## src/rtl/fixed_mult_pipe.sv

```systemverilog
// Pipelined signed fixed-point multiplier (Q INT_BITS.FRAC_BITS) with optional
// round-half-up, optional saturation and a valid/ready handshake in which the
// whole pipe stalls together under backpressure.
module fixed_mult_pipe #(
    parameter int unsigned INT_BITS   = 10,
    parameter int unsigned FRAC_BITS  = 10,
    parameter int unsigned STAGES     = 3,
    parameter int unsigned ROUND_MODE = 0,
    parameter int unsigned SATURATE   = 1,
    localparam int unsigned W = INT_BITS + FRAC_BITS
) (
    input  logic         clk,
    input  logic         n_rst,
    input  logic         in_valid,
    output logic         in_ready,
    input  logic [W-1:0] a,
    input  logic [W-1:0] b,
    output logic         out_valid,
    input  logic         out_ready,
    output logic [W-1:0] result,
    output logic         overflow
);

    localparam int unsigned PW    = 2 * W;
    localparam int unsigned RW    = PW + 1;
    localparam int unsigned NPROD = STAGES - 2;
    localparam int unsigned HW    = RW - W + 1;

    localparam logic [RW-1:0] RND_ADD = (ROUND_MODE != 0) ? (RW'(1) << (FRAC_BITS - 1)) : '0;
    localparam logic [W-1:0]  MAX_POS = {1'b0, {(W - 1){1'b1}}};
    localparam logic [W-1:0]  MIN_NEG = {1'b1, {(W - 1){1'b0}}};

    logic                 advance;
    logic                 in_v_q;
    logic signed [W-1:0]  a_q;
    logic signed [W-1:0]  b_q;
    logic [NPROD-1:0]     prod_v_q;
    logic signed [PW-1:0] prod_q [NPROD];

    logic signed [RW-1:0] rnd_c;
    logic signed [RW-1:0] shf_c;
    logic [HW-1:0]        hi_c;
    logic                 ovf_c;
    logic [W-1:0]         res_c;

    // All stages move together only when the output slot is free or being drained.
    assign advance  = !out_valid || out_ready;
    assign in_ready = advance;

    // Operand capture stage.
    always_ff @(posedge clk or negedge n_rst) begin
        if (!n_rst) begin
            in_v_q <= 1'b0;
            a_q    <= '0;
            b_q    <= '0;
        end else if (advance) begin
            in_v_q <= in_valid;
            a_q    <= a;
            b_q    <= b;
        end
    end

    // Full-width product followed by retiming stages when STAGES > 3.
    always_ff @(posedge clk or negedge n_rst) begin
        if (!n_rst) begin
            prod_v_q <= '0;
            for (int i = 0; i < int'(NPROD); i++) begin
                prod_q[i] <= '0;
            end
        end else if (advance) begin
            prod_v_q[0] <= in_v_q;
            prod_q[0]   <= PW'(a_q) * PW'(b_q);
            for (int i = 1; i < int'(NPROD); i++) begin
                prod_v_q[i] <= prod_v_q[i-1];
                prod_q[i]   <= prod_q[i-1];
            end
        end
    end

    // Round, rescale to Q format, detect overflow and optionally clamp.
    always_comb begin
        rnd_c = RW'(prod_q[NPROD-1]) + RND_ADD;
        shf_c = rnd_c >>> FRAC_BITS;
        hi_c  = shf_c[RW-1:W-1];
        ovf_c = !((&hi_c) || !(|hi_c));
        res_c = shf_c[W-1:0];
        if (ovf_c && (SATURATE != 0)) begin
            res_c = shf_c[RW-1] ? MIN_NEG : MAX_POS;
        end
    end

    // Output register; holds while the consumer stalls.
    always_ff @(posedge clk or negedge n_rst) begin
        if (!n_rst) begin
            out_valid <= 1'b0;
            result    <= '0;
            overflow  <= 1'b0;
        end else if (advance) begin
            out_valid <= prod_v_q[NPROD-1];
            result    <= res_c;
            overflow  <= ovf_c;
        end
    end

endmodule
```

## config.mk

```make
export PLATFORM = sky130hd
export DESIGN_NAME = fixed_mult_pipe
export DESIGN_NICKNAME = d
export VERILOG_FILES = /design/src/rtl/fixed_mult_pipe.sv
export SDC_FILE = /design/constraint.sdc
export NUM_CORES = 1
export LEC_CHECK = 0
export ABC_AREA = 1
export CORE_MARGIN = 5
export CORE_UTILIZATION = 60
export CTS_CLUSTER_SIZE = 28
export DETAILED_ROUTE_END_ITERATION = 16
export HOLD_SLACK_MARGIN = 0.15
export MAX_ROUTING_LAYER = met4
export PLACE_DENSITY_LB_ADDON = 0.12
export SETUP_SLACK_MARGIN = 0.3
export SLEW_MARGIN = 0
export SYNTH_ARGS = -nofsm -noshare
export SYNTH_HDL_FRONTEND = slang
export SYNTH_SLANG_ARGS = --single-unit
export TNS_END_PERCENT = 100
```

## constraint.sdc

```tcl
create_clock -name clk -period 7.04 [get_ports clk]
set_input_delay 1.408 -clock clk [delete_from_list [all_inputs] [get_ports clk]]
set_output_delay 1.408 -clock clk [all_outputs]
set_load 0.05 [all_outputs]
```

# Yosys cells after proc, flatten, opt, wreduce, memory -nomap -nowiden
# Index checks and enable logic that the tools add are counted.
# totals
latchBits	0
inputBits	44
ram_bits	0
output_inout_bits	23
rom_bits	0
n_memories	0
register_bits	104
elab_cells	18
# op_classes
bitwise_logic	0
n_div	0
multipliers	1
n_mux	2
eq_ne	0
shifts	0
n_lt_le_gt_ge	0
reduce_logical	7
addsub	0
# ops
operator	n
$mul A20 B20 Y40	1
$mux W20	2
$reduce_and A11 Y1	1
$reduce_or A11 Y1	1
$logic_not A1 Y1	3
$logic_or A1 B1 Y1	2

# Longest topological paths before layout
# depth
depth_word	4
ltp_mapped	32
ltp_nobuf	30

# Worst setup path before layout
# No wires, ideal clock.
# synth_timing
path_kind	reg-to-reg
from	reg a_q[19]
to	reg prod_q[39] (netlist bit)
required_ns	6.923
arrival_ns	6.298
n_path_buf	1
setup_ns	0.117
path_stages_with_launch	25
setup_slack_ns	0.625
synth_period_minus_slack_ns	6.415
path_cell_list	dfrtp_1 clkbuf_1 nand2_1 fa_1 inv_1 fa_1 inv_1 fa_1 inv_1 fa_1 inv_1 fa_1 inv_1 fa_1 inv_1 fa_1 inv_1 ha_1 nand4_1 nor4_2 nand3_1 nand3_1 nand2_1 nand3_1 nand2_1
# synth_between
elab_chain_cells	1
# synth_rtl
element	line_no	rtl
start: declaration	35	logic signed [W-1:0] a_q;
start signal: assignment	54	a_q <= '0;
start signal: assignment	58	a_q <= a;
$mul A20 B20 Y40	72	prod_q[0] <= PW'(a_q) * PW'(b_q);
end signal: indexed assignment	75	prod_q[i] <= prod_q[i-1];
end: declaration	38	logic signed [PW-1:0] prod_q [NPROD];
# Every way passes these cells.
# A chain may end at the register's enable or synchronous reset.

# Worst setup path in the final report
# layout_timing
from	reg b_q[9]
to	reg prod_q[38] (netlist bit)
# layout_between
elab_chain_cells	1
# layout_rtl
element	line_no	rtl
start: declaration	36	logic signed [W-1:0] b_q;
start signal: assignment	55	b_q <= '0;
start signal: assignment	59	b_q <= b;
$mul A20 B20 Y40	72	
# Every way passes these cells.

==> results.sh <==
export IMPL_outcome="finished, final reports clean"
export IMPL_fp_dieW_um=191
export IMPL_synthCells=2520
export IMPL_grt_pass1_wl_mm=89.8
export IMPL_antenna_found_initial=0
export IMPL_drt_wl_total_mm=54.3
export IMPL_yosysSeqAreaShare=0.119
export IMPL_clk_pin_slew_ns=0.08
export IMPL_vias_per_cell=5.22
export IMPL_post_route_drc_count=0
export IMPL_syn_num_nets=3087
export IMPL_rows=66
export IMPL_slew_headroom=0.365
export IMPL_grt_pass1_vias=17500
export IMPL_holdBufCountCts=0
export IMPL_timing_fmax_mhz=154
export IMPL_cp_end_kind="register"
export IMPL_place_hpwl_mm=44.6
export IMPL_path_cells="nand2_1 > fa_1 > inv_1 > fa_2 > buf_4 > fa_2 > inv_1 > fa_1 > inv_1 > fa_1 > inv_1 > fa_1 > fa_1 > inv_1 > ha_1 > inv_1 > nor3_2 > nand2_1 > nor2_1 > nand3_1 > nand3_1 > nand2_1 > nand3_1 > nand2_1"
export IMPL_yosysUniqueCellTypes=38
export IMPL_portBuffers=66
export IMPL_start_util=0.606
export IMPL_cts_buffers_inserted=9
export IMPL_arrival_ns=6.75
export IMPL_path_buf_inv=7
export IMPL_crit_top_cell="inv_1"
export IMPL_routedWlPerCell_um=18.0
export IMPL_seq_area_um2=2380
export IMPL_die_area_um2=36600
export IMPL_cts_max_path_buffers=2
export IMPL_syn_to_final_growth_pct=9.06
export IMPL_period_share=0.921
export IMPL_clock_skew_ns=0.0159
export IMPL_grt_use_total=0.326
export IMPL_yosysWarnings=0
export IMPL_grt_start_max_net_pins=77
export IMPL_die_h_um=191
export IMPL_start_kind="register"
export IMPL_drive_gt1_frac=0.0625
export IMPL_post_route_min_period_ns=6.48
export IMPL_vias=15700
export IMPL_numClockSinks=94
export IMPL_setup_viol=0
export IMPL_ios=67
export IMPL_rsz0062_at_grt="yes"
export IMPL_multi_input_area_um2=14300
export IMPL_grt_overflow=0
export IMPL_clock_latency_ns=0.38
export IMPL_htree_levels=3
export IMPL_cap_violations=0
export IMPL_layout_common_cells="inv_1, nand2_1, fa_1"
export IMPL_path_max_fanout=8
export IMPL_cts_tree="built"
export IMPL_hold_viol_final=0
export IMPL_drv_slew=0
export IMPL_required_ns=7.30
export IMPL_cp_top_family="adder cells"
export IMPL_first_pass_iters=7
export IMPL_tightest_slew_ns=0.953
export IMPL_slowest_delay_ns=0.59
export IMPL_setup_tns_ns=0
export IMPL_avgSynthCellArea_um2=7.83
export IMPL_cpMaxStageDelayCell="dfrtp_1"
export IMPL_syn_area_um2=19700
export IMPL_nets=3136
export IMPL_gp_congestion=0.944
export IMPL_drtAntennaViolNets=0
export IMPL_worstSetupPathType="register to register"
export IMPL_cts_root_buf="clkbuf_16"
export IMPL_nFillCells=2866
export IMPL_drtIter0Drc=922
export IMPL_core_um2=32500
export IMPL_layout_commonest_cell="inv_1"
export IMPL_synth_seq_cells=94
export IMPL_n_antenna_cell=0
export IMPL_hold_path_class="register to register"
cell usage after synthesis, drive strengths merged:
| cell type | instances | area (µm²) |
|---|---|---|
| nand2 | 739 | 2800 |
| inv | 734 | 2760 |
| fa | 419 | 8390 |
| nor2 | 108 | 435 |
| ha | 104 | 1300 |
| dfrtp | 94 | 2350 |
| clkbuf | 90 | 338 |
| a21oi | 60 | 304 |
| nand3 | 51 | 275 |
| o21ai | 42 | 210 |
| xnor2 | 15 | 131 |
| nor3 | 12 | 75.1 |
| buf | 10 | 58.8 |
| nand4 | 9 | 56.3 |
| o21bai | 8 | 60.1 |
| xor2 | 6 | 52.6 |
| a31oi | 4 | 25.0 |
| nor4 | 3 | 25.0 |
| a21o | 2 | 15.0 |
| nand3b | 2 | 15.0 |
| or2 | 2 | 12.5 |
| a21boi | 1 | 7.51 |
| and2 | 1 | 6.26 |
| clkinv | 1 | 5.00 |
| o211ai | 1 | 12.5 |
| o21a | 1 | 7.51 |
| o31ai | 1 | 7.51 |
per-stage QoR:
step / util / cell area (µm²) / hold slack (ns) / instances / setup slack [ns]
2_1_floorplan: - / 19700 / 0.420 / 2520 / 0.625
3_3_place_gp: 0.647 / 21000 / 0.432 / 2990 / 0.356
3_5_place_dp: 0.647 / 21000 / 0.447 / 2990 / 0.221
4_1_cts: 0.656 / 21400 / 0.468 / 3006 / 0.303
5_1_grt: 0.661 / 21500 / 0.489 / 3016 / 0.268
6_report: 0.661 / 21500 / 0.459 / 3016 / 0.558
routing by layer:
metal / GRT usage / vias up / share of wire
met5: - / - / 0
met4: 0.141 / 0 / 0.049
met3: 0.0590 / 185 / 0.065
met2: 0.553 / 587 / 0.50
met1: 0.384 / 7784 / 0.38
li1: - / 7186 / -
worst paths after layout:
check	start	endpoint	slack (ns)	depth (start not counted)
max in group asynchronous	n_rst	b_q[14]	4.63	2
min in group asynchronous	n_rst	result[7]	0.99	1
worst max register to register	b_q[9]	prod_q[38]	0.56	24
worst min register to register	prod_v_q	out_valid	0.46	2
worst min-delay path	prod_v_q	out_valid	0.46	2
worst max-delay path	b_q[9]	prod_q[38]	0.56	24
flip-flops by register name, summed over array words and instances, names as in the netlist:
register and flops:
b_q 20, overflow 1, out_valid 1, a_q 20, prod_v_q 1, prod_q 30, in_v_q 1, result 20
worst min-delay path, cell delays in order (launching register included):
cell	delay (ns)
dfrtp_1	0.33
inv_1	0.05
nand2_1	0.05
area by class of cell:
type                    count  area share
well taps                 442      0.0257
multi-input cells        1591       0.664
clock inverters             5     0.00297
repair buffers            138      0.0568
clock buffers              11      0.0117
inverters                 735       0.128
flip-flops and latches     94       0.110
cell families after synthesis:
kind of cell,after synthesis,synth area share
buffers and inverters,835,0.160
AO/OA/AOI/OAI,120,0.0329
XOR/XNOR,21,0.00932
adder cells (fa/ha/maj),523,0.491
AND/OR/NAND/NOR,927,0.188
flip-flops,94,0.119
timing repair:
action | in CTS | in global routing
setup buffers | 0 | 10
setup endpoints to repair | 2 | 12
resized for setup | 2 | 40
pin swaps | 0 | 3
hold endpoints to repair | 0 | 0
cloned | 0 | 0
Power is left out: the tool's default activity adds up to more than one toggle a clock period on the data nets, which glitch-free logic cannot reach.
